$ cat src/rtl/proc_ctrl_pkg.sv
// proc_ctrl_pkg: shared definitions for the processor control unit.
//  - T0..T3 step encodings
//  - opcode values
//  - IR layout: {op[2:0], X[2:0], Y[2:0]}
//  - a helper that identifies the two-operand ALU opcodes
package proc_ctrl_pkg;

  localparam int IR_W = 9;

  typedef enum logic [1:0] {
    T0 = 2'd0,
    T1 = 2'd1,
    T2 = 2'd2,
    T3 = 2'd3
  } tstate_e;

  typedef enum logic [2:0] {
    OP_MV   = 3'b000,
    OP_MVI  = 3'b001,
    OP_ADD  = 3'b010,
    OP_SUB  = 3'b011,
    OP_MVNZ = 3'b100
  } opcode_e;

  typedef struct packed {
    logic [2:0] op;
    logic [2:0] x;
    logic [2:0] y;
  } ir_t;

  // add and sub share the three-step A / G sequence.
  function automatic logic is_alu_op(logic [2:0] op);
    return (op == OP_ADD) || (op == OP_SUB);
  endfunction

endpackage

$ cat src/rtl/proc_ctrl_if.sv
// proc_ctrl_if: connects the control unit to the datapath and instruction source.
//  master (control unit):
//    in  Run, DIN, Gnz
//    out IRin, Rin, Rout, Gout, DINout, Ain, Gin, AddSub, Done, Busy, Illegal
//  slave (datapath / stimulus side): the same signals with opposite directions.
interface proc_ctrl_if #(
  parameter int DATA_W = 16,
  parameter int NREG   = 8
);
  logic              Run;
  logic [DATA_W-1:0] DIN;
  logic              Gnz;
  logic              IRin;
  logic [NREG-1:0]   Rin;
  logic [NREG-1:0]   Rout;
  logic              Gout;
  logic              DINout;
  logic              Ain;
  logic              Gin;
  logic              AddSub;
  logic              Done;
  logic              Busy;
  logic              Illegal;

  modport master (
    input  Run, DIN, Gnz,
    output IRin, Rin, Rout, Gout, DINout, Ain, Gin, AddSub, Done, Busy, Illegal
  );

  modport slave (
    output Run, DIN, Gnz,
    input  IRin, Rin, Rout, Gout, DINout, Ain, Gin, AddSub, Done, Busy, Illegal
  );
endinterface

$ cat src/rtl/proc_ctrl_dec3to8.sv
// dec3to8: 3-bit to 8-bit one-hot decoder with enable.
//  en_i   in  1  when 0, y_o is all zero
//  sel_i  in  3  index of the bit to set
//  y_o    out 8  one-hot (or zero) result
module dec3to8 (
  input  logic       en_i,
  input  logic [2:0] sel_i,
  output logic [7:0] y_o
);
  always_comb begin
    y_o = '0;
    if (en_i) y_o[sel_i] = 1'b1;
  end
endmodule

$ cat src/rtl/proc_ctrl.sv
// proc_ctrl: control-unit FSM for the 16-bit processor datapath.
//  Pclk    in  processor clock, rising edge
//  Resetn  in  asynchronous active-low reset (state -> T0, IR -> 0)
//  bus     proc_ctrl_if.master
//    Run/DIN/Gnz in
//    register-file, A/G and bus-mux enables out
//    Done/Busy/Illegal status out
//  The instruction is fetched from DIN in T0 when Run is high.
//  Each instruction then executes over one to three steps (T1..T3).
//  Every output is combinational from the step, IR, Run and Gnz.
module proc_ctrl
  import proc_ctrl_pkg::*;
#(
  parameter int DATA_W = 16,
  parameter int NREG   = 8   // fixed by the 3-bit X/Y fields
) (
  input  logic        Pclk,
  input  logic        Resetn,
  proc_ctrl_if.master bus
);

  tstate_e state_q, state_d;
  ir_t     ir_q, ir_d;
  ir_t     fetch_ir;

  logic       rin_en, rout_en;
  logic [2:0] rin_sel, rout_sel;
  logic       irin, gout, dinout, ain, gin, addsub, done, illegal;

  assign fetch_ir = ir_t'(bus.DIN[DATA_W-1 -: IR_W]);

  // Operand bits below the instruction field reach the datapath only through
  // DINout, so the controller never looks at them.
  logic unused_din_lo;
  assign unused_din_lo = ^bus.DIN[DATA_W-IR_W-1:0];

  always_ff @(posedge Pclk or negedge Resetn) begin
    if (!Resetn) begin
      state_q <= T0;
      ir_q    <= '0;
    end else begin
      state_q <= state_d;
      ir_q    <= ir_d;
    end
  end

  always_comb begin
    state_d  = state_q;
    ir_d     = ir_q;
    irin     = 1'b0;
    rin_en   = 1'b0;
    rout_en  = 1'b0;
    rin_sel  = ir_q.x;
    rout_sel = ir_q.y;
    gout     = 1'b0;
    dinout   = 1'b0;
    ain      = 1'b0;
    gin      = 1'b0;
    addsub   = 1'b0;
    done     = 1'b0;
    illegal  = 1'b0;

    unique case (state_q)
      T0: begin
        // Reset holds the FSM in T0, so IRin follows Run during reset too.
        irin = bus.Run;
        if (bus.Run) begin
          ir_d    = fetch_ir;
          state_d = T1;
        end
      end

      T1: begin
        if (is_alu_op(ir_q.op)) begin
          // A <- Rx first; Ry is applied to the adder in T2.
          rout_en  = 1'b1;
          rout_sel = ir_q.x;
          ain      = 1'b1;
          state_d  = T2;
        end else begin
          done    = 1'b1;
          state_d = T0;
          case (ir_q.op)
            OP_MV: begin
              rout_en = 1'b1;
              rin_en  = 1'b1;
            end
            OP_MVI: begin
              dinout = 1'b1;
              rin_en = 1'b1;
            end
            OP_MVNZ: begin
              rout_en = bus.Gnz;
              rin_en  = bus.Gnz;
            end
            default: illegal = 1'b1;
          endcase
        end
      end

      // T2/T3 are reached only by add/sub.
      T2: begin
        rout_en = 1'b1;
        gin     = 1'b1;
        addsub  = (ir_q.op == OP_SUB);
        state_d = T3;
      end

      T3: begin
        gout    = 1'b1;
        rin_en  = 1'b1;
        done    = 1'b1;
        state_d = T0;
      end

      default: state_d = T0;
    endcase
  end

  dec3to8 u_rin_dec (
    .en_i  (rin_en),
    .sel_i (rin_sel),
    .y_o   (bus.Rin)
  );

  dec3to8 u_rout_dec (
    .en_i  (rout_en),
    .sel_i (rout_sel),
    .y_o   (bus.Rout)
  );

  assign bus.IRin    = irin;
  assign bus.Gout    = gout;
  assign bus.DINout  = dinout;
  assign bus.Ain     = ain;
  assign bus.Gin     = gin;
  assign bus.AddSub  = addsub;
  assign bus.Done    = done;
  assign bus.Illegal = illegal;
  assign bus.Busy    = (state_q != T0);

endmodule

$ cat src/flat_wrapper.sv
// flat-port wrapper written by rule: the top's interface ports become plain ports
module proc_ctrl_flat import proc_ctrl_pkg::*;
#(
  parameter int DATA_W = 16,
  parameter int NREG   = 8                                   
)
  (Pclk, Resetn, bus_Run, bus_DIN, bus_Gnz, bus_IRin, bus_Rin, bus_Rout, bus_Gout, bus_DINout, bus_Ain, bus_Gin, bus_AddSub, bus_Done, bus_Busy, bus_Illegal);
  proc_ctrl_if #(.DATA_W(DATA_W), .NREG(NREG)) bus_i ();
  input  logic Pclk;
  input  logic Resetn;
  input wire logic [$bits(bus_i.Run)-1:0] bus_Run;
  input wire logic [$bits(bus_i.DIN)-1:0] bus_DIN;
  input wire logic [$bits(bus_i.Gnz)-1:0] bus_Gnz;
  output wire logic [$bits(bus_i.IRin)-1:0] bus_IRin;
  output wire logic [$bits(bus_i.Rin)-1:0] bus_Rin;
  output wire logic [$bits(bus_i.Rout)-1:0] bus_Rout;
  output wire logic [$bits(bus_i.Gout)-1:0] bus_Gout;
  output wire logic [$bits(bus_i.DINout)-1:0] bus_DINout;
  output wire logic [$bits(bus_i.Ain)-1:0] bus_Ain;
  output wire logic [$bits(bus_i.Gin)-1:0] bus_Gin;
  output wire logic [$bits(bus_i.AddSub)-1:0] bus_AddSub;
  output wire logic [$bits(bus_i.Done)-1:0] bus_Done;
  output wire logic [$bits(bus_i.Busy)-1:0] bus_Busy;
  output wire logic [$bits(bus_i.Illegal)-1:0] bus_Illegal;
  assign bus_i.Run = bus_Run;
  assign bus_i.DIN = bus_DIN;
  assign bus_i.Gnz = bus_Gnz;
  assign bus_IRin = bus_i.IRin;
  assign bus_Rin = bus_i.Rin;
  assign bus_Rout = bus_i.Rout;
  assign bus_Gout = bus_i.Gout;
  assign bus_DINout = bus_i.DINout;
  assign bus_Ain = bus_i.Ain;
  assign bus_Gin = bus_i.Gin;
  assign bus_AddSub = bus_i.AddSub;
  assign bus_Done = bus_i.Done;
  assign bus_Busy = bus_i.Busy;
  assign bus_Illegal = bus_i.Illegal;
  proc_ctrl #(.DATA_W(DATA_W), .NREG(NREG)) u_core (.Pclk(Pclk), .Resetn(Resetn), .bus(bus_i));
endmodule
$ cat config.mk
export PLATFORM = sky130hd
export DESIGN_NAME = proc_ctrl_flat
export DESIGN_NICKNAME = d
export VERILOG_FILES = /design/src/rtl/proc_ctrl_pkg.sv /design/src/rtl/proc_ctrl_if.sv /design/src/rtl/proc_ctrl_dec3to8.sv /design/src/rtl/proc_ctrl.sv /design/src/flat_wrapper.sv
export SDC_FILE = /design/constraint.sdc
export NUM_CORES = 1
export LEC_CHECK = 0
export CORE_MARGIN = 8
export CORE_UTILIZATION = 55
export DETAILED_ROUTE_END_ITERATION = 12
export DONT_BUFFER_PORTS = 1
export PLACE_DENSITY = 0.72
export SYNTH_ARGS = -nofsm -noshare
export SYNTH_HDL_FRONTEND = slang
export SYNTH_SLANG_ARGS = --single-unit
$ cat constraint.sdc
create_clock -name Pclk -period 3.19 [get_ports Pclk]
set_input_delay 0.638 -clock Pclk [delete_from_list [all_inputs] [get_ports Pclk]]
set_output_delay 0.638 -clock Pclk [all_outputs]
set_load 0.02 [all_outputs]
==> metrics.sh <==
SYN_NETS=132
ROWS=15
AGGREGATE_ROUTED_WIRE_LENGTH_UM=2190
VIAS_PER_CELL=6.60
STARTPOINT_TYPE='flip-flop'
HPWL_UM=1810
TIMING.CRITICAL_PATH.FROM='u_core.state_q[0]'
LARGEST_NET_DEGREE_AT_THE_START_OF_GLOBAL_ROUTING=15
SHARE_OF_THE_SYNTHESIZED_AREA_IN_COMPOUND_GATES_AO_OA_AOI_OAI_PCT=24.4
DRT_ITER0_MARKERS=38
ROUTE.DETAILED.DRC=0
EDFF_COUNT_SYNTH=0
ANTENNA_VIOLATIONS_BEFORE_REPAIR=0
IO_PINS=45
CRITICAL-PATH-MAX-STAGE-DELAY_NS=0.48
ROUTEDWLPERCELL_UM=17.7
CLKSLEWWORSTSETUPHOLDPATHS_NS=0.07
PORT_BUFFERS=0
INITIAL_UTILIZATION_PCT=57.0
CP.ARRIVAL_NS=2.15
TIMING.SETUP.TNS_NS=0
SETUP.WORST_PATH.END='bus_Rout[6]'
CRITICAL_PATH_REQUIRED_NS=2.55
PATH_BUF_INV=1
DESIGN.FINAL.NETS=133
FINAL.SETUP_SKEW_NS=0.00294
FMAXACHIEVABLE_MHz=358
GRT_OVERFLOW_TOTAL=0
DRTPASS1ITERATIONS=5
GRT_PASS1_VIAS=771
FIRST_PASS_GRT_WIRE_LENGTH_UM=3730
SYNTHADDERAREAFRAC_PCT=6.57
HOLDBUFCOUNTCTS=0
WORST-R2R-SETUP-SLACK_NS=1.55
WORST_PATH_MAX_DELAY_CELL='sky130_fd_sc_hd__ha_1'
DRIVE_GT1_SHARE_PCT=17.8
CLOCK_PATH_BUFFERS=2
MAX_CAP_VIOLATIONS=0
LEAKAGE_uW=0.000383
RSZ_0062_RAISED_AFTER_GLOBAL_ROUTING='false'
ASYNCSETRESETFLOPFRACSYNTH_PCT=100
RR_ENDPOINT='u_core.rin_sel[2]'
CTS_POST_SETUP_BUFFERS_INSERTED=0
NUM_VIAS=819
CRIT_PATH_CELL_TRACE='inv_1 > ha_1 > nor2b_1 > nand4_1 > a22oi_1'
SYNTH_TOP_FAMILY_BY_AREA='simple AND/OR/NAND/NOR gates'
YS_SEQ_ELEMENTS=11
SYNTHMUXAREASHARE_PCT=7.49
DRV_SLEW=0
GR-USAGE-ALL-LAYERS_PCT=13.8
CTS-HTREE-LEVELS=1
CRIT_FAMILY='adder cells'
SYNTH_AREA_UM2=952
WORSTPATHMAXFANOUT=10
DIE-AREA_UM2=3320
YS_TOP_CELLS_BY_AREA='sky130_fd_sc_hd__dfrtp_1, sky130_fd_sc_hd__ha_1, sky130_fd_sc_hd__nand4_1, sky130_fd_sc_hd__mux2_2, sky130_fd_sc_hd__nor2b_1'
FINAL_CORE_UTILIZATION_PCT=58.7
POST_SYNTH_AND_OR_NAND_NOR_AREA_FRACTION_PCT=26.0
AREA_FRACTION_OF_THE_DOMINANT_CELL_TYPE_AFTER_SYNTHESIS_PCT=28.9
ENDPOINT_KIND='primary output'
CORE-AREA_UM2=1670
GP_CONGESTION=0.796
POST_SYNTH_CELL_TYPES=28
ANTENNA_CELLS=0
REGISTER_AREA_SHARE_AFTER_SYNTHESIS_PCT=28.9
WORSTSKEWPAIRLATENCY_NS=0.26
HOLD_VIOLATIONS=0
AREA.GROWTH.SYNTH_TO_FINAL_PCT=2.89
IR_WORST_VDD_mV=0.513
DIE_HEIGHT_UM=57.6
PLACEDCELLCOUNT=120
TYPE_OF_THE_WORST_MIN_DELAY_PATH='in2async'
RUN_STATUS='finished clean'
NETLIST_TOP_CELLS_COUNT='sky130_fd_sc_hd__dfrtp_1, sky130_fd_sc_hd__nand3_1, sky130_fd_sc_hd__nand4_1'
YS.WARNINGS.COUNT=0
CTS_ROOT_BUFFER='sky130_fd_sc_hd__clkbuf_4'
R2R.WORST_PATH.CELLS=5
CRIT_TYPE='reg2out'
ROUTE.ANTENNA.REMAINING_NETS=0
POST_CTS.RESIZED_INSTANCES=0
TIMING.CRITICAL_PATH.DEPTH=5
RR_STARTPOINT='u_core.state_q[0]'
CTS-BUFFERS-INSERTED=3
STDCELL_COUNT=124
TIMING.SLEW.HEADROOM_PCT=54.7
POST_SYNTH.CELL_AREA_AVG_UM2=8.90
TRITONCTS='built'
WORST_PIN_SLEW_NS=0.678
BIGGEST_AREA_CONSUMER_AMONG_SYNTHESIZED_CELLS='sky130_fd_sc_hd__dfrtp_1'
TOTAL_POWER_uW=1020
SETUP_VIOL_COUNT_FINAL=0
SYNTH_XOR_XNOR_AREA_SHARE_PCT=0
PWR_DENSITY_CELL_nW_PER_UM2=1040
DIE_X_UM=57.6
FIN_CRIT_SH_PCT=87.5
POST_SYNTH_INST_COUNT=107
NUMCLOCKSINKS=11
POSTSYNTH.TOPFLOPCELL='sky130_fd_sc_hd__dfrtp_1'
PERIOD_NEEDED_NS=2.79
## cell families (layout without fill, tap and decap cells)
family / count (synthesis) / after routing
and+or+nand+nor: 44 / 44
AOI/OAI and AO/OA: 26 / 26
buffers and inverters: 15 / 15
DFF: 11 / 11
muxes: 6 / 6
adders and majority gates: 5 / 5
## state kept, by name, indices dropped and copies added, names as in the netlist, named ones only
signal	count
u_core.rin_sel	3
u_core.state_q	1
u_core.ir_q	6
## final cells by class
cell class / count / area [um^2]
clock buffer: 4 / 26.3
multi-input combinational: 81 / 614
inverter: 11 / 42.5
tap: 17 / 21.3
fill: 145 / 691
sequential: 11 / 275
## metrics by stage
step | hold slack, ns | cell area, um^2 | setup slack (ns)
finish | 0.0643 | 980 | 0.398
global route | 0.0435 | 980 | 0.224
CTS | 0.0588 | 980 | 0.401
detailed placement | 0.343 | 953 | 0.693
global placement | 0.343 | 953 | 0.729
floorplan | 0.342 | 952 | 0.915
## power by group
group / switching, uW / internal [uW]
Combinational: 406 / 194
Clock: 43.5 / 48.3
Sequential: 122 / 206
Total: 572 / 449
## how the worst min path moves through the flow
stage           start        endpoint  slack, ns  cells past startpoint
2_1_floorplan  Resetn       async pin       0.34                      0
3_3_place_gp   Resetn  u_core.ir_q[7]       0.34                      0
3_5_place_dp   Resetn  u_core.ir_q[7]       0.34                      0
4_1_cts        Resetn  u_core.ir_q[7]       0.06                      0
5_1_grt        Resetn  u_core.ir_q[7]       0.04                      0
6_report       Resetn  u_core.ir_q[7]       0.06                      0
## metal layers
layer  GRT usage [%]  vias to the layer above  share of wire (%)
met5               0                        -                  0
met4            4.29                        0                1.0
met3            3.59                        4                6.6
met2            24.3                       28                 52
met1            15.7                      384                 41
li1                -                      403                  -
## cells in the final DEF (no fill, tap or decap), types with 2 or more instances in the layout
cell	instances
sky130_fd_sc_hd__nand3_1	11
sky130_fd_sc_hd__dfrtp_1	11
sky130_fd_sc_hd__nand4_1	10
sky130_fd_sc_hd__inv_1	9
sky130_fd_sc_hd__nor2b_1	9
sky130_fd_sc_hd__a22oi_1	7
sky130_fd_sc_hd__nand2_1	6
sky130_fd_sc_hd__a21oi_1	5
sky130_fd_sc_hd__mux2_2	5
sky130_fd_sc_hd__o21ai_0	5
sky130_fd_sc_hd__ha_1	5
sky130_fd_sc_hd__a2111oi_2	3
sky130_fd_sc_hd__clkbuf_4	3
sky130_fd_sc_hd__nor2_1	2
sky130_fd_sc_hd__nor3_1	2
Power figures use the tool's default switching activity.
